`src/rtl/study_pkg.sv`:
```
// Shared types and constants for the study-mode index tracker.
package study_pkg;

  // Song-progress states of the tracker FSM.
  typedef enum logic [2:0] {
    IDLE,
    WAIT_RELEASE,
    WAIT_PRESS,
    HOLD,
    DONE
  } state_t;

  // An all-zero key vector means no key is pressed.
  // On expected_note it also marks the end of the song.
  localparam int NO_NOTE = 0;

endpackage

```
`src/rtl/note_hold_filter.sv`:
```
// Debounce counter for a correct key press. It counts consecutive matching
// samples while the tracker is evaluating a press. It raises accept on the
// sample that completes HOLD_CYC matches.
module note_hold_filter #(
  parameter int HOLD_CYC = 4
) (
  input  logic clk,
  input  logic rst,
  input  logic clear,   // drop any partial hold (restart)
  input  logic match,   // player note equals the nonzero expected note
  input  logic active,  // tracker is in WAIT_PRESS or HOLD
  output logic accept,  // this sample completes the hold
  output logic bounce   // a started hold was broken this sample
);

  localparam int CW = $clog2(HOLD_CYC + 1);
  localparam logic [CW:0] HOLD_V = HOLD_CYC[CW:0];

  logic [CW-1:0] cnt_q;
  logic [CW:0]   cnt_inc;

  assign cnt_inc = {1'b0, cnt_q} + 1'b1;
  assign accept  = active && match && (cnt_inc >= HOLD_V);
  assign bounce  = active && !match && (cnt_q != '0);

  // Count matching samples. Any break in the run, an accept or inactivity
  // returns the counter to zero, so every press starts a fresh count.
  always_ff @(posedge clk) begin
    if (rst || clear)
      cnt_q <= '0;
    else if (active && match && !accept)
      cnt_q <= cnt_inc[CW-1:0];
    else
      cnt_q <= '0;
  end

endmodule

```
`src/rtl/study_index_tracker.sv`:
```
// Study-mode song index tracker. It walks the song ROM one step per accepted,
// debounced correct press and requires a full release between presses.
// It counts wrong presses. In strict mode a wrong press restarts the song.
import study_pkg::*;

module study_index_tracker #(
  parameter int NOTE_W   = 10,
  parameter int IDX_W    = 8,
  parameter int SONG_LEN = 64,
  parameter int HOLD_CYC = 4,
  parameter int ERR_W    = 8
) (
  input  logic              clk,
  input  logic              rst,
  input  logic              start,
  input  logic              strict_mode,
  input  logic [NOTE_W-1:0] expected_note,
  input  logic [NOTE_W-1:0] player_note,
  output logic [IDX_W-1:0]  index,
  output logic              hit_pulse,
  output logic              miss_pulse,
  output logic [ERR_W-1:0]  miss_count,
  output logic              busy,
  output logic              done
);

  localparam logic [NOTE_W-1:0] ZERO_NOTE = NOTE_W'(NO_NOTE);
  localparam logic [IDX_W-1:0]  LAST_IDX  = IDX_W'(SONG_LEN - 1);

  state_t             state_q, state_d;
  logic [IDX_W-1:0]   index_q, index_d;
  logic [ERR_W-1:0]   miss_q, miss_d;
  logic               hit_q, hit_d;
  logic               missp_q, missp_d;
  logic               busy_q, busy_d;
  logic               done_q, done_d;

  logic player_zero, exp_zero, note_match;
  logic hold_active, hold_accept, hold_bounce;
  logic take_hit, take_miss;

  assign player_zero = (player_note == ZERO_NOTE);
  assign exp_zero    = (expected_note == ZERO_NOTE);
  assign note_match  = !exp_zero && (player_note == expected_note);
  assign hold_active = (state_q == WAIT_PRESS) || (state_q == HOLD);

  note_hold_filter #(.HOLD_CYC(HOLD_CYC)) u_hold (
    .clk    (clk),
    .rst    (rst),
    .clear  (start),
    .match  (note_match),
    .active (hold_active),
    .accept (hold_accept),
    .bounce (hold_bounce)
  );

  // Next-state, index and miss bookkeeping. start overrides every transition.
  always_comb begin
    state_d   = state_q;
    index_d   = index_q;
    miss_d    = miss_q;
    hit_d     = 1'b0;
    missp_d   = 1'b0;
    take_hit  = 1'b0;
    take_miss = 1'b0;

    if (start) begin
      state_d = WAIT_RELEASE;
      index_d = '0;
      miss_d  = '0;
    end else begin
      case (state_q)
        IDLE: ;
        WAIT_RELEASE: begin
          // The end marker wins over waiting for the key to be lifted.
          if (exp_zero)         state_d = DONE;
          else if (player_zero) state_d = WAIT_PRESS;
        end
        WAIT_PRESS: begin
          if (player_zero)      ;
          else if (hold_accept) take_hit  = 1'b1;
          else if (note_match)  state_d   = HOLD;
          else                  take_miss = 1'b1;
        end
        HOLD: begin
          if (hold_accept)                     take_hit  = 1'b1;
          else if (note_match)                 ;
          else if (hold_bounce && player_zero) state_d   = WAIT_PRESS;
          else                                 take_miss = 1'b1;
        end
        DONE: ;
        default: state_d = IDLE;
      endcase

      if (take_hit) begin
        hit_d = 1'b1;
        if (index_q == LAST_IDX) begin
          state_d = DONE;
        end else begin
          index_d = index_q + 1'b1;
          state_d = WAIT_RELEASE;
        end
      end

      if (take_miss) begin
        missp_d = 1'b1;
        if (miss_q != '1) miss_d = miss_q + 1'b1;
        if (strict_mode)  index_d = '0;
        state_d = WAIT_RELEASE;
      end
    end

    busy_d = (state_d == WAIT_RELEASE) || (state_d == WAIT_PRESS) ||
             (state_d == HOLD);
    done_d = (state_d == DONE);
  end

  // Register the state and every output. Reset has top priority.
  always_ff @(posedge clk) begin
    if (rst) begin
      state_q <= IDLE;
      index_q <= '0;
      miss_q  <= '0;
      hit_q   <= 1'b0;
      missp_q <= 1'b0;
      busy_q  <= 1'b0;
      done_q  <= 1'b0;
    end else begin
      state_q <= state_d;
      index_q <= index_d;
      miss_q  <= miss_d;
      hit_q   <= hit_d;
      missp_q <= missp_d;
      busy_q  <= busy_d;
      done_q  <= done_d;
    end
  end

  assign index      = index_q;
  assign hit_pulse  = hit_q;
  assign miss_pulse = missp_q;
  assign miss_count = miss_q;
  assign busy       = busy_q;
  assign done       = done_q;

endmodule

```
`config.mk`:
```
export PLATFORM = sky130hd
export DESIGN_NAME = study_index_tracker
export DESIGN_NICKNAME = d
export VERILOG_FILES = /design/src/rtl/study_pkg.sv /design/src/rtl/note_hold_filter.sv /design/src/rtl/study_index_tracker.sv
export SDC_FILE = /design/constraint.sdc
export NUM_CORES = 1
export LEC_CHECK = 0
export ABC_AREA = 1
export BUFFER_PORTS_ARGS = -buffer_cell sky130_fd_sc_hd__buf_2
export CORE_MARGIN = 4
export CORE_UTILIZATION = 40
export CTS_CLUSTER_SIZE = 24
export DETAILED_ROUTE_END_ITERATION = 7
export GPL_ROUTABILITY_DRIVEN = 0
export PLACE_DENSITY = 0.65
export SYNTH_ARGS = -nofsm -noshare
export SYNTH_HDL_FRONTEND = slang
export SYNTH_HIERARCHICAL = 1
export SYNTH_SLANG_ARGS = --single-unit
```
`constraint.sdc`:
```
create_clock -name clk -period 2.16 [get_ports clk]
set_input_delay 0.324 -clock clk [delete_from_list [all_inputs] [get_ports clk]]
set_output_delay 0.324 -clock clk [all_outputs]
set_load 0.02 [all_outputs]
```
### Word level (Yosys, flattened, before mapping)

Cells that the tools add are included.

| storage, ports and cells | value |
|---|---|
| register bits | 26 |
| bits of input ports | 24 |
| word-level logic and storage cells | 77 |

| cells by class | value |
|---|---|
| reduce and logical (&&, ||, !) cells | 22 |
| eq/ne operators | 11 |
| bitwise gates (word level) | 1 |
| $lt $le $gt $ge | 1 |
| add/subtract/negate cells | 3 |
| multiplexer cells | 31 |

Operator list:

| cell | number |
|---|---|
| 2-to-1 mux 3 bit | 12 |
| 2-to-1 mux 8 bit | 4 |
| logical NOT 10 bit | 2 |
| adder 8 x 1 -> 8 bit (second input constant) | 2 |
| == test 3 x 2 -> 1 bit (second input constant) | 4 |
| 2-to-1 mux 1 bit | 12 |
| case mux 3 bit (4 select lines) | 1 |
| == test 10 bit | 1 |
| == test 8 x 6 -> 1 bit (second input constant) | 1 |
| != test 8 bit (second input constant) | 1 |
| logical AND 1 bit | 7 |
| == test 3 x 1 -> 1 bit (second input constant) | 2 |
| == test 3 bit (second input constant) | 2 |
| OR reduction 2 bit | 3 |
| adder 3 x 1 -> 4 bit (second input constant) | 1 |
| greater-or-equal comparator 4 x 3 -> 1 bit (second input constant) | 1 |
| logical OR 1 bit | 4 |
| case mux 1 bit (2 select lines) | 2 |
| logical NOT 1 bit | 3 |
| logical NOT 3 bit | 1 |
| nonzero test 3 bit | 1 |
| AND reduction 2 bit | 1 |
| NOT 1 bit | 1 |

### Logic depth before layout (Yosys ltp)

Gate-level depths: netlist (run 1).

| logic depth | value |
|---|---|
| depth in word-level cells | 17 |
| mapped depth | 17 |

### Hierarchy

Netlist (run 1), hierarchy kept.

Modules (own cells, without submodules):

| module | area each (um2) | instances | cells an instance |
|---|---|---|---|
| study_index_tracker | 1550.2 | 1 | 238 |
| note_hold_filter | 172.7 | 1 | 24 |

### Worst setup path after synthesis (run 1)

No wires, ideal clock.

| path | value |
|---|---|
| path type | input to register |
| start point | input port player_note[0] |
| end point | register index_q[5], in the netlist index[5] |
| slack | 0.022 ns |
| cell stages on the path | 14 |
| path buffers | 0 |
| arrival time | 2.073 ns |
| cell sequence | inv_1 -> nand2_1 -> nand2_1 -> nor4_1 -> nand2_1 -> nor4_1 -> nand2_1 -> nor2_1 -> nand3_4 -> nor2_4 -> nand2_1 -> o21ai_0 -> nand2_1 -> nor2_1 |

| on the way | value |
|---|---|
| elaborated cells between the ends (all ways) | 24 |
| those cells by class | eq/ne (1); mux (15); reduce/logical (8) |

RTL lines:

| what | RTL line | text |
|---|---|---|
| start: declaration | study_index_tracker.sv:18 | `input logic [NOTE_W-1:0] player_note,` |
| == test 10 bit (*) | study_index_tracker.sv:44 | `assign note_match = !exp_zero && (player_note == expected_note);` |
| logical AND 1 bit (*) | study_index_tracker.sv:44 |  |
| net note_match | study_index_tracker.sv:38 | `logic player_zero, exp_zero, note_match;` |
| logical AND 1 bit (*) (2 in series) | note_hold_filter.sv:23 | `assign accept = active && match && (cnt_inc >= HOLD_V);` |
| net hold_accept | study_index_tracker.sv:39 | `logic hold_active, hold_accept, hold_bounce;` |
| 2-to-1 mux 1 bit | study_index_tracker.sv:81, study_index_tracker.sv:86 |  |
| 2-to-1 mux 1 bit | study_index_tracker.sv:80 | `if (player_zero) ;` |
| case mux 1 bit (2 select lines) | study_index_tracker.sv:72 | `case (state_q)` |
| 2-to-1 mux 1 bit | study_index_tracker.sv:67 | `if (start) begin` |
| 2-to-1 mux 8 bit | study_index_tracker.sv:95 | `if (take_hit) begin` |
| 2-to-1 mux 8 bit | study_index_tracker.sv:108 | `if (strict_mode) index_d = '0;` |
| 2-to-1 mux 8 bit (*) | study_index_tracker.sv:105 | `if (take_miss) begin` |
| end signal: assignment | study_index_tracker.sv:130 | `index_q <= index_d;` |
| end: declaration | study_index_tracker.sv:31 | `logic [IDX_W-1:0] index_q, index_d;` |

The timed path passes the listed nets; every way through them passes the cells marked *. The select of a mux whose other input is x is not followed.
A chain may end at the register's enable or synchronous reset.

### Final worst setup path (run 1)

| path | value |
|---|---|
| start point | input port expected_note[1] |
| end point | register index_q[0], in the netlist index[0] |

| on the way | value |
|---|---|
| elaborated cells between the ends (all ways) | 25 |
| those cells by class | eq/ne (1); mux (15); reduce/logical (9) |

RTL lines:

| what | RTL line | text |
|---|---|---|
| start: declaration | study_index_tracker.sv:17 | `input logic [NOTE_W-1:0] expected_note,` |
| logical NOT 10 bit | study_index_tracker.sv:43 | `assign exp_zero = (expected_note == ZERO_NOTE);` |
| logical NOT 1 bit | study_index_tracker.sv:44 |  |
| logical AND 1 bit (*) | study_index_tracker.sv:44 |  |
| net note_match | study_index_tracker.sv:38 |  |
| logical AND 1 bit (*) (2 in series) | note_hold_filter.sv:23 |  |
| net hold_accept | study_index_tracker.sv:39 |  |
| 2-to-1 mux 1 bit | study_index_tracker.sv:81, study_index_tracker.sv:86 |  |
| 2-to-1 mux 1 bit | study_index_tracker.sv:80 |  |
| case mux 1 bit (2 select lines) | study_index_tracker.sv:72 |  |
| 2-to-1 mux 1 bit | study_index_tracker.sv:67 |  |
| 2-to-1 mux 8 bit | study_index_tracker.sv:95 |  |
| 2-to-1 mux 8 bit | study_index_tracker.sv:108 |  |
| 2-to-1 mux 8 bit (*) | study_index_tracker.sv:105 |  |

Marks and branches as above.

==> flow_metrics.py, run 1 <==
metrics = {
    "route": {
        "drt_wl_total_um": 3770,
        "drtAntennaViolNets": 0,
        "total_iterations_of_the_first_detailed_routing_run": 4,
        "detailroute.via_count": 1716,
        "drc_errors": 0,
        "drt_iter0_markers": 52,
        "avgRoutedWirePerCell_um": 10.0,
        "vias_per_cell": 4.58,
    },
    "synthesis": {
        "synth_warnings": 6,
        "part_of_the_yosys_area_used_for_sequential_elements_pct": 30.2,
        "synthDominantAreaCellType": "sky130_fd_sc_hd__dfxtp_1",
        "gate_count_after_technology_mapping": 262,
        "synth_flop_cell": "sky130_fd_sc_hd__dfxtp_1",
        "main_combinational_cell_family_by_area_after_synthesis": "simple AND/OR/NAND/NOR gates",
        "synth-compound-area-share_pct": 5.08,
        "syn_nets": 290,
        "synth-adder-area-share_pct": 2.90,
        "post_synthesis_cell_type_count": 30,
        "synth.top_cells.by_area": "sky130_fd_sc_hd__dfxtp_1 30%, sky130_fd_sc_hd__nand2_1 14%, sky130_fd_sc_hd__inv_1 7.6%",
        "yosysTopAreaCellShare_pct": 30.2,
        "synth.cell_area_mm2": 0.00172,
        "synth.mux.area_fraction_pct": 0,
        "synth_edf_count": 0,
        "synth.avg_cell_area_um2": 6.58,
        "post_synth_and_or_nand_nor_area_fraction_pct": 45.0,
        "yosys.area_share.xor_xnor_pct": 6.10,
        "async_reset_ff_share_pct": 0,
        "ys_seq_elements": 26,
    },
    "clock_tree": {
        "cts_tree": "yes",
        "worst_case_clock_buffer_depth": 2,
        "ctsHoldBuffers": 0,
        "cts_num_sinks": 26,
        "cts_root_buf": "sky130_fd_sc_hd__clkbuf_8",
        "htree_num_levels": 1,
        "clkLatencyLatePin_ns": 0.27,
        "worst_path_clk_slew_ns": 0.09,
        "numCtsBuffers": 3,
    },
    "sta": {
        "final_max_slew_violation_count": 0,
        "timing.final.setup_violations": 0,
        "max_freq_mhz": 511,
        "hold_viol_final": 0,
        "fin_skew_ns": 0.00358,
        "min_period_ns": 1.96,
        "period_utilization_post_route_pct": 90.6,
        "fin_hold_ws_ns": 0.315,
    },
    "floorplan": {
        "floorplan.io_pins": 44,
        "core_mm2": 0.00409,
        "horizontal_extent_of_the_die_um": 73.6,
        "initial_utilization_pct": 42.2,
        "fp.dieH_um": 73.6,
        "std_cell_rows": 23,
        "die_area_mm2": 0.00542,
    },
    "global_routing": {
        "grt.overflow.total": 0,
        "use_met3_pct": 3.01,
        "grt_first_pass_wirelength_um": 6330,
        "use_met2_pct": 22.9,
        "globalRouteTotalUtil_pct": 14.6,
        "grt_pass1_vias": 1534,
        "gr-max-usage-layer": "met2",
        "grt_start_max_net_pins": 15,
        "met1_usage_pct": 20.0,
        "grt_antenna_before_repair": 0,
    },
    "cells_and_area": {
        "area.growth.synth_to_final_pct": 31.0,
        "finish.instance_area_mm2": 0.00226,
        "final_nets": 354,
        "final-instance-count-excl-fill": 375,
        "drive_gt1_share_pct": 34.2,
        "antennaDiodeCount": 0,
        "postLayoutCoreUtil_pct": 55.2,
        "most-common-layout-cells": "58 x sky130_fd_sc_hd__nand2_1, 38 x sky130_fd_sc_hd__buf_2, 33 x sky130_fd_sc_hd__inv_1, 31 x sky130_fd_sc_hd__nor2_1, 26 x sky130_fd_sc_hd__dfxtp_1",
        "layout_commonest_cell": "sky130_fd_sc_hd__nand2_1",
    },
    "setup_path": {
        "worst_setup_path_end_kind": "flop",
        "path_class": "input pin to flop",
        "start_kind": "input pin",
        "worst_ep_required_time_ns": 2.33,
        "crit_arrival_ns": 2.13,
        "critical_path_peak_fanout": 5,
    },
    "place": {
        "place_inst": 370,
        "placed_area_mm2": 0.00211,
        "numPortBuffers": 43,
        "dp_hpwl_um": 3000,
    },
    "status": {
        "result_of_the_run": "finished, final reports clean",
    },
    "flow_run": {
        "cap_viol_max_count": 0,
    },
    "power_and_ir_drop": {
        "max_vdd_drop_mv": 0.369,
        "static-leakage-power_nw": 1.12,
        "pwr_density_cell_mw_per_mm2": 411,
    },
    "worst_hold_path": {
        "min_delay_path_class": "input pin to flop",
    },
}
## report_power, final
group	switching (W)	total [W]	internal [W]
Combinational	0.0000726	0.000129	0.0000565
Clock	0.000151	0.000314	0.000163
Sequential	0.00000204	0.000485	0.000483
## area by class of cell
type / instances / area (um2)
fill: 411 / 1830
multi-input combinational: 189 / 1070
sequential: 26 / 520
timing repair buffer: 59 / 367
inverter: 47 / 180
tap: 50 / 62.6
clock buffer: 4 / 55.1
## metal layers
| layer | up-vias | routed length (um) |
|---|---|---|
| li1 | 942 | - |
| met1 | 743 | 1820 |
| met2 | 27 | 1750 |
| met3 | 4 | 172 |
| met4 | 0 | 22 |
| met5 | - | 0 |
## synth_stat cells (5+ instances only)
cell and count:
sky130_fd_sc_hd__a21oi_1 9, sky130_fd_sc_hd__dfxtp_1 26, sky130_fd_sc_hd__inv_1 35, sky130_fd_sc_hd__inv_2 9
sky130_fd_sc_hd__nand2_1 66, sky130_fd_sc_hd__nand2_2 7, sky130_fd_sc_hd__nand3_1 20, sky130_fd_sc_hd__nand4_1 5
sky130_fd_sc_hd__nor2_1 31, sky130_fd_sc_hd__nor2_2 6, sky130_fd_sc_hd__o21ai_0 5, sky130_fd_sc_hd__xor2_1 9
## what timing repair did
| item | in CTS | in global routing |
|---|---|---|
| endpoints found under the setup margin | 0 | 20 |
| buffers inserted | 0 | 1 |
| resized for setup | 0 | 23 |
## state kept, by name, indices dropped and copies added, names as in the netlist
name          count
miss_count        8
hit_pulse         1
busy              1
done              1
state_q           3
u_hold/cnt_q      3
miss_pulse        1
index             8
## cell families (layout without fill, tap and decap cells)
| logic type | count (synthesis) | after routing |
|---|---|---|
| other cells | 1 | 1 |
| flops | 26 | 26 |
| simple gates | 155 | 155 |
| buf+inv | 47 | 110 |
| fa+ha+maj | 4 | 4 |
| compound gates | 17 | 17 |
| xor+xnor | 12 | 12 |
## path summary, 6_finish.rpt
| kind | slack [ns] | to | cells past startpoint | start |
|---|---|---|---|---|
| min reg2reg | 0.47 | u_hold/cnt_q[0]$_SDFF_PP0_ | 1 | u_hold/cnt_q[0]$_SDFF_PP0_ |
| min | 0.32 | state_q[0]$_SDFF_PP0_ | 2 | rst |
| max | 0.20 | index[0]$_SDFF_PP0_ | 14 | expected_note[1] |
| max reg2reg | 0.30 | miss_count[4]$_SDFFE_PP0P_ | 11 | u_hold/cnt_q[0]$_SDFF_PP0_ |
## metrics by stage
stage | setup TNS [ns] | worst slack, ns | total power [W]
2_1_floorplan | 0 | 0.0224 | 0.000558
3_3_place_gp | -0.955 | -0.0814 | 0.000611
3_5_place_dp | -1.55 | -0.143 | 0.000612
4_1_cts | 0 | 0.164 | 0.000929
5_1_grt | -0.0183 | -0.00976 | 0.000975
6_report | 0 | 0.204 | 0.000928
## critical path: stages
cell,delay [ns]
sky130_fd_sc_hd__buf_4,0.13
sky130_fd_sc_hd__nand2_4,0.06
sky130_fd_sc_hd__nand2_2,0.06
sky130_fd_sc_hd__nor4_2,0.26
sky130_fd_sc_hd__nand2_1,0.09
sky130_fd_sc_hd__nor4_2,0.25
sky130_fd_sc_hd__nand2_1,0.10
sky130_fd_sc_hd__nor2_1,0.10
sky130_fd_sc_hd__buf_4,0.15
sky130_fd_sc_hd__nand3_4,0.10
sky130_fd_sc_hd__nor2_4,0.20
sky130_fd_sc_hd__buf_6,0.13
sky130_fd_sc_hd__xor2_2,0.13
sky130_fd_sc_hd__nor2_1,0.05
No activity file was read; power rests on OpenSTA's default activity.
==> inputs of run 2 (changes only) <==
--- a/config.mk
+++ b/config.mk
@@ -8,4 +8,5 @@
 export ABC_AREA = 1
 export BUFFER_PORTS_ARGS = -buffer_cell sky130_fd_sc_hd__buf_2
+export CAP_MARGIN = 15
 export CORE_MARGIN = 4
 export CORE_UTILIZATION = 40
@@ -16,4 +17,3 @@
 export SYNTH_ARGS = -nofsm -noshare
 export SYNTH_HDL_FRONTEND = slang
-export SYNTH_HIERARCHICAL = 1
 export SYNTH_SLANG_ARGS = --single-unit
==> constraint.sdc (replaced) <==
create_clock -name clk -period 2.16 [get_ports clk]
set_input_delay 0.324 -clock clk [delete_from_list [all_inputs] [get_ports clk]]
set_output_delay 0.324 -clock clk [all_outputs]
set_load 0.05 [all_outputs]
==> run 2 against run 1 <==
Compared with the run above: clock power grew 27%; die area grew 3.4%; sequential cell count is the same; worst hold slack lost 0.029 ns; sequential share of layout area grew 1.4 points; via count shrank 0.17%; final cell count shrank 1.6%; register-to-register slack gained 0.09 ns; critical endpoint is now busy$_SDFF_PP0_.
==> flow_metrics.py, run 2 <==
metrics = {
    "setup_path": {
        "cpPeakStageDelay_ns": 0.39,
        "worst_ep_required_time_ns": 2.33,
        "rrSetupSlack_ns": 0.39,
        "critical_path_peak_fanout": 5,
        "worst_setup_path_end_kind": "flop",
        "cpMostUsedCell": "sky130_fd_sc_hd__nand2_1",
        "worstReg2RegEnd": "busy$_SDFF_PP0_",
        "crit_arrival_ns": 1.93,
        "path_class": "flop to flop",
        "crit_path_top_delay_cell": "sky130_fd_sc_hd__dfxtp_1",
        "timing.critical_path.cells": "ha_1 -> nand2_1 -> nor3_1 -> nand3_1 -> nand3_4 -> nand2_2 -> nor2_2 -> nand2_1 -> nand2_1 -> nand2_1",
        "ff2ff_path_depth": 10,
        "reg2reg_from": "index[0]$_SDFF_PP0_",
        "start_kind": "flop",
    },
    "clock_tree": {
        "numCtsBuffers": 3,
        "ctsHoldBuffers": 0,
        "htree_num_levels": 1,
        "post_cts.repair.setup_buffers": 0,
        "clkLatencyLatePin_ns": 0.27,
        "cts_tree": "yes",
        "worst_case_clock_buffer_depth": 2,
        "cts_repair_resize_count": 0,
        "cts_root_buf": "sky130_fd_sc_hd__clkbuf_8",
        "worst_path_clk_slew_ns": 0.09,
        "cts_num_sinks": 26,
    },
    "global_routing": {
        "globalRouteTotalUtil_pct": 14.5,
        "grt_pass1_vias": 1556,
        "grt.overflow.total": 0,
        "grt_first_pass_wirelength_um": 6530,
        "grt_start_max_net_pins": 16,
        "grt_antenna_before_repair": 0,
    },
    "power_and_ir_drop": {
        "max_vdd_drop_mv": 0.297,
        "p_int_w": 0.000776,
        "switching_power_w": 0.000233,
        "power.sequential.fraction_pct": 48.0,
        "static-leakage-power_nw": 1.09,
        "power_switching_share_pct": 23.1,
        "comb_power_share_pct": 12.4,
        "p_clk_share_pct": 39.6,
        "pwr_density_cell_mw_per_mm2": 475,
    },
    "synthesis": {
        "gate_count_after_technology_mapping": 272,
        "async_reset_ff_share_pct": 0,
        "synth_warnings": 0,
        "synth_flop_cell": "sky130_fd_sc_hd__dfxtp_1",
        "ys_seq_elements": 26,
        "yosysTopAreaCellShare_pct": 29.1,
        "synth_edf_count": 0,
        "post_synthesis_cell_type_count": 36,
        "post_synth_most_frequent_cells": "65 x sky130_fd_sc_hd__nand2_1, 44 x sky130_fd_sc_hd__inv_1, 34 x sky130_fd_sc_hd__nor2_1, 26 x sky130_fd_sc_hd__dfxtp_1, 18 x sky130_fd_sc_hd__nand3_1",
        "synth.cell_area_mm2": 0.00179,
        "synth.top_cells.by_area": "sky130_fd_sc_hd__dfxtp_1 29%, sky130_fd_sc_hd__nand2_1 14%, sky130_fd_sc_hd__inv_1 9.2%",
        "synth.avg_cell_area_um2": 6.58,
        "syn_nets": 300,
        "part_of_the_yosys_area_used_for_sequential_elements_pct": 29.1,
        "synth_most_common_cell": "sky130_fd_sc_hd__nand2_1",
        "synthDominantAreaCellType": "sky130_fd_sc_hd__dfxtp_1",
    },
    "cells_and_area": {
        "final-instance-count-excl-fill": 369,
        "area.growth.synth_to_final_pct": 18.8,
        "drive_gt1_share_pct": 25.2,
        "most-common-layout-cells": "65 x sky130_fd_sc_hd__nand2_1, 44 x sky130_fd_sc_hd__inv_1, 43 x sky130_fd_sc_hd__buf_2, 34 x sky130_fd_sc_hd__nor2_1, 26 x sky130_fd_sc_hd__dfxtp_1",
        "num-fill-cells": 444,
        "antennaDiodeCount": 0,
        "final_nets": 346,
        "layout_commonest_cell": "sky130_fd_sc_hd__nand2_1",
    },
    "sta": {
        "setup_slack_ns": 0.393,
        "fin_skew_ns": 0.00432,
        "timing.final.setup_violations": 0,
        "fin_tns_setup_ns": 0,
        "unrepaired_setup_endpoints_after_global_routing": "false",
        "hold_viol_final": 0,
        "final_max_slew_violation_count": 0,
        "period_utilization_post_route_pct": 81.8,
        "max_freq_mhz": 566,
        "min_period_ns": 1.77,
    },
    "route": {
        "amount_of_wire_on_met2_after_detailed_routing_um": 1640,
        "vias_per_cell": 4.64,
        "routed-wl-met3_um": 194,
        "met1_length_um": 1860,
        "drtAntennaViolNets": 0,
        "total_iterations_of_the_first_detailed_routing_run": 4,
        "topmost_layer_with_routed_signal_wires": "met4",
        "avgRoutedWirePerCell_um": 10.1,
        "detailroute.via_count": 1713,
        "drt_iter0_markers": 62,
        "drt_wl_total_um": 3720,
        "drc_errors": 0,
    },
    "place": {
        "place_inst": 365,
        "post-place-ws_ns": 0.394,
        "numPortBuffers": 43,
        "dp_hpwl_um": 3080,
    },
    "worst_hold_path": {
        "min_delay_path_class": "input pin to flop",
        "timing.hold.worst.start": "rst",
        "min_to": "state_q[2]$_SDFF_PP0_",
        "worstHoldPathCells": 2,
    },
    "floorplan": {
        "initial_utilization_pct": 41.1,
        "core_mm2": 0.00435,
        "horizontal_extent_of_the_die_um": 74.9,
        "die_area_mm2": 0.00561,
        "std_cell_rows": 24,
        "fp.dieH_um": 74.9,
        "floorplan.io_pins": 44,
    },
    "status": {
        "result_of_the_run": "finished, final reports clean",
    },
    "flow_run": {
        "cap_viol_max_count": 0,
    },
}
==> run 2: cell type report <==
type / instances / area (um2) / area share (%)
Clock inverter: 1 / 30.0 / 1.41
Multi-Input combinational cell: 194 / 1060 / 50.0
Timing Repair Buffer: 43 / 215 / 10.1
Sequential cell: 26 / 520 / 24.5
Inverter: 50 / 190 / 8.95
Clock buffer: 3 / 41.3 / 1.94
Tap cell: 52 / 65.1 / 3.06
==> run 2: logic make-up after synthesis <==
kind of cell	count (synthesis)	synth area share (%)
other cells	1	0.210
simple gates	158	44.0
xor+xnor	10	4.90
fa+ha+maj	4	2.80
compound gates	21	7.55
flops	26	29.1
buf+inv	52	11.5
==> run 2: critical path, delay by kind of cell (launching register included) <==
family | cells | cell delay [ns]
fa+ha+maj | 1 | 0.18
flops | 1 | 0.39
simple gates | 9 | 1.10
==> run 2: worst max-delay path by stage <==
| stage | from | endpoint | slack [ns] | depth (start not counted) |
|---|---|---|---|---|
| final | index[0]$_SDFF_PP0_ | busy$_SDFF_PP0_ | 0.39 | 10 |
| after global routing | index[0]$_SDFF_PP0_ | busy$_SDFF_PP0_ | 0.05 | 10 |
| after CTS | index[0]$_SDFF_PP0_ | busy$_SDFF_PP0_ | 0.39 | 10 |
| after detailed placement | index[0]$_SDFF_PP0_ | busy$_SDFF_PP0_ | 0.39 | 10 |
| after global placement | expected_note[9] | miss_count[0]$_SDFFE_PP0P_ | 0.41 | 11 |
| after floorplan | index[0]$_SDFF_PP0_ | busy$_SDFF_PP0_ | 0.19 | 10 |
==> run 2: per-stage QoR <==
stage	area, um2	power [W]	util, %	hold WS, ns
global placement	2050	0.000621	47.2	0.448
CTS	2130	0.00102	48.8	0.272
floorplan	1790	0.000578	-	0.403
finish	2130	0.00101	48.8	0.286
global route	2130	0.00106	48.8	0.275
detailed placement	2050	0.000622	47.2	0.456
==> run 2: per-layer routing <==
| metal | vias to the layer above | GRT usage [%] |
|---|---|---|
| met2 | 32 | 23.4 |
| li1 | 941 | - |
| met4 | 0 | 2.37 |
| met1 | 738 | 20.3 |
| met5 | - | 0 |
| met3 | 2 | 2.80 |
==> run 2: power by group through the flow <==
stage	Clock (W)	Sequential (W)	Combinational, W
3_5_place_dp	0	0.000496	0.000126
3_3_place_gp	0	0.000496	0.000125
2_1_floorplan	0	0.000500	0.0000772
6_report	0.000400	0.000485	0.000125
5_1_grt	0.000427	0.000486	0.000145
4_1_cts	0.000409	0.000485	0.000126
==> inputs of run 3 (changes only) <==
Settings changed: PLACE_DENSITY 0.65 to default.
Clock period 2.16 ns to 1.7 ns, I/O delays scaled along.
==> run 3 against run 2 <==
Compared with the run above: total power is 16% higher; maximum frequency up 11%; sequential share of layout area down 0.83 points; first-iteration DRC count shrank 6.5%; register-to-register slack got worse by 0.28 ns; clock skew about the same; wire length increased by 8.7%; critical path type unchanged; highest routed layer unchanged.
==> flow_metrics.py, run 3 (same netlist as run 2, synthesis figures left out) <==
metrics = {
    "sta": {
        "setup_slack_ns": 0.109,
        "fin_skew_ns": 0.00455,
        "period_utilization_post_route_pct": 93.6,
        "fin_hold_ws_ns": 0.210,
        "hold_viol_final": 0,
        "final_max_slew_violation_count": 0,
        "min_period_ns": 1.59,
        "max_freq_mhz": 628,
        "timing.final.setup_violations": 0,
    },
    "worst_hold_path": {
        "timing.hold.worst.start": "rst",
        "min_delay_path_class": "input pin to flop",
        "min_to": "state_q[2]$_SDFF_PP0_",
        "worstHoldPathCells": 2,
    },
    "place": {
        "placed_area_mm2": 0.00211,
        "dp_hpwl_um": 3150,
        "post-place-ws_ns": -0.0171,
        "numPortBuffers": 43,
    },
    "cells_and_area": {
        "final_nets": 362,
        "postLayoutCoreUtil_pct": 53.6,
        "num-fill-cells": 437,
        "most-common-layout-cells": "63 x sky130_fd_sc_hd__nand2_1, 43 x sky130_fd_sc_hd__buf_2, 42 x sky130_fd_sc_hd__inv_1, 33 x sky130_fd_sc_hd__nor2_1, 17 x sky130_fd_sc_hd__nand3_1",
        "multi_input_comb_area_mm2": 0.00113,
        "drive_gt1_share_pct": 36.6,
        "antennaDiodeCount": 0,
        "area.growth.synth_to_final_pct": 30.3,
        "layout_commonest_cell": "sky130_fd_sc_hd__nand2_1",
        "finish.instance_area_mm2": 0.00233,
        "register_area_um2": 552,
    },
    "power_and_ir_drop": {
        "power.sequential.fraction_pct": 52.1,
        "max_vdd_drop_mv": 0.471,
        "switching_power_w": 0.000295,
        "static-leakage-power_nw": 1.18,
        "p_clk_share_pct": 33.9,
        "power_switching_share_pct": 25.3,
        "pwr_density_cell_mw_per_mm2": 500,
        "p_int_w": 0.000873,
        "total_power_w": 0.00117,
        "comb_power_share_pct": 14.0,
    },
    "setup_path": {
        "start_kind": "flop",
        "worst_setup_path_end_kind": "flop",
        "worst-path-buf-inv": 0,
        "timing.critical_path.cells": "ha_2 -> nand2_2 -> nor3_4 -> nand3_2 -> nand3_4 -> nand2_2 -> nor2_2 -> nand2_1 -> nand2_1 -> nand2_1",
        "critical_path_peak_fanout": 4,
        "crit_arrival_ns": 1.75,
        "cpMostUsedCell": "sky130_fd_sc_hd__nand2_1",
        "worst_ep_required_time_ns": 1.86,
        "path_class": "flop to flop",
        "crit_path_top_delay_cell": "sky130_fd_sc_hd__dfxtp_4",
        "ff2ff_path_depth": 10,
        "critPathTopFamily": "simple AND/OR/NAND/NOR gates",
        "reg2reg_from": "index[0]$_SDFF_PP0_",
        "worstReg2RegEnd": "busy$_SDFF_PP0_",
        "cpPeakStageDelay_ns": 0.37,
        "rrSetupSlack_ns": 0.11,
    },
    "route": {
        "detailroute.via_count": 1762,
        "total_iterations_of_the_first_detailed_routing_run": 4,
        "drt_iter0_markers": 58,
        "drc_errors": 0,
        "drt_wl_total_um": 4040,
        "avgRoutedWirePerCell_um": 10.5,
        "vias_per_cell": 4.58,
        "drtAntennaViolNets": 0,
    },
    "clock_tree": {
        "cts_tree": "yes",
        "worst_path_clk_slew_ns": 0.09,
        "clkLatencyLatePin_ns": 0.27,
        "htree_num_levels": 1,
        "worst_case_clock_buffer_depth": 2,
        "cts_root_buf": "sky130_fd_sc_hd__clkbuf_8",
        "cts_num_sinks": 26,
        "numCtsBuffers": 3,
    },
    "global_routing": {
        "grt.overflow.total": 0,
        "grt_antenna_before_repair": 0,
        "globalRouteTotalUtil_pct": 14.7,
        "grt_first_pass_wirelength_um": 6610,
        "grt_pass1_vias": 1583,
        "grt_start_max_net_pins": 15,
    },
    "status": {
        "result_of_the_run": "finished, final reports clean",
    },
    "floorplan": {
        "die_area_mm2": 0.00561,
        "core_mm2": 0.00435,
        "floorplan.io_pins": 44,
        "fp.dieH_um": 74.9,
        "std_cell_rows": 24,
        "initial_utilization_pct": 41.1,
        "horizontal_extent_of_the_die_um": 74.9,
    },
    "flow_run": {
        "cap_viol_max_count": 0,
    },
}
## run 3: cell types whose count changed in the layout (fill, tap and decap cells not counted), sizes merged
cell    previous run  this run
buf               43        58
bufinv             1         0
clkbuf             3         4
inv               50        51
## run 3: layout make-up
type	count	share of cell area, %
flip-flops and latches	26	23.7
multi-input cells	194	48.4
inverters	50	8.48
well taps	52	2.79
clock buffers	4	2.36
repair inverters	1	0.268
repair buffers	58	14.1
## run 3: how the worst max path moves through the flow
stage                                     from                    endpoint  slack (ns)  cells after the start
finish                     index[0]$_SDFF_PP0_             busy$_SDFF_PP0_        0.11                     10
global route               index[0]$_SDFF_PP0_             busy$_SDFF_PP0_       -0.02                     10
CTS                 u_hold.cnt_q[0]$_SDFF_PP0_  miss_count[0]$_SDFFE_PP0P_        0.07                      9
detailed placement         index[0]$_SDFF_PP0_             busy$_SDFF_PP0_       -0.02                     10
global placement           index[0]$_SDFF_PP0_             busy$_SDFF_PP0_      -0.007                     10
floorplan           miss_count[1]$_SDFFE_PP0P_  miss_count[0]$_SDFFE_PP0P_       0.003                      7
## run 3: timing repair
action	4_1_cts	5_1_grt
pin swaps	0	11
cloned	0	1
endpoints found under the setup margin	2	11
resized for setup	3	20
hold buffers	0	0
setup buffers	0	11
## run 3: per-stage QoR
step	TNS (ns)	instances
after floorplan	0	272
after global placement	-0.00692	369
after detailed placement	-0.0171	369
after CTS	0	373
after global routing	-0.0247	385
final	0	385
## run 3: routing by layer
layer	part of all wire (%)	wire length [um]	up-vias	global-route usage (%)
met4	0.72	29	0	2.96
met1	49	1960	747	20.0
li1	-	-	971	-
met3	5.1	205	5	2.80
met5	0	0	-	0
met2	46	1850	39	24.2
## run 3: worst reg2reg max path, delay by kind of cell, from the launching register on
family                   cells  cell delay (ns)
adder cells (fa/ha/maj)      1             0.18
AND/OR/NAND/NOR              9             0.95
flip-flops                   1             0.37
## run 3: power groups by stage
stage / clock [W] / sequential, W / combinational [W]
floorplan: 0 / 0.000631 / 0.0000981
global placement: 0 / 0.000626 / 0.000162
detailed placement: 0 / 0.000625 / 0.000163
CTS: 0.000407 / 0.000611 / 0.000164
global route: 0.000432 / 0.000609 / 0.000188
finish: 0.000396 / 0.000608 / 0.000164
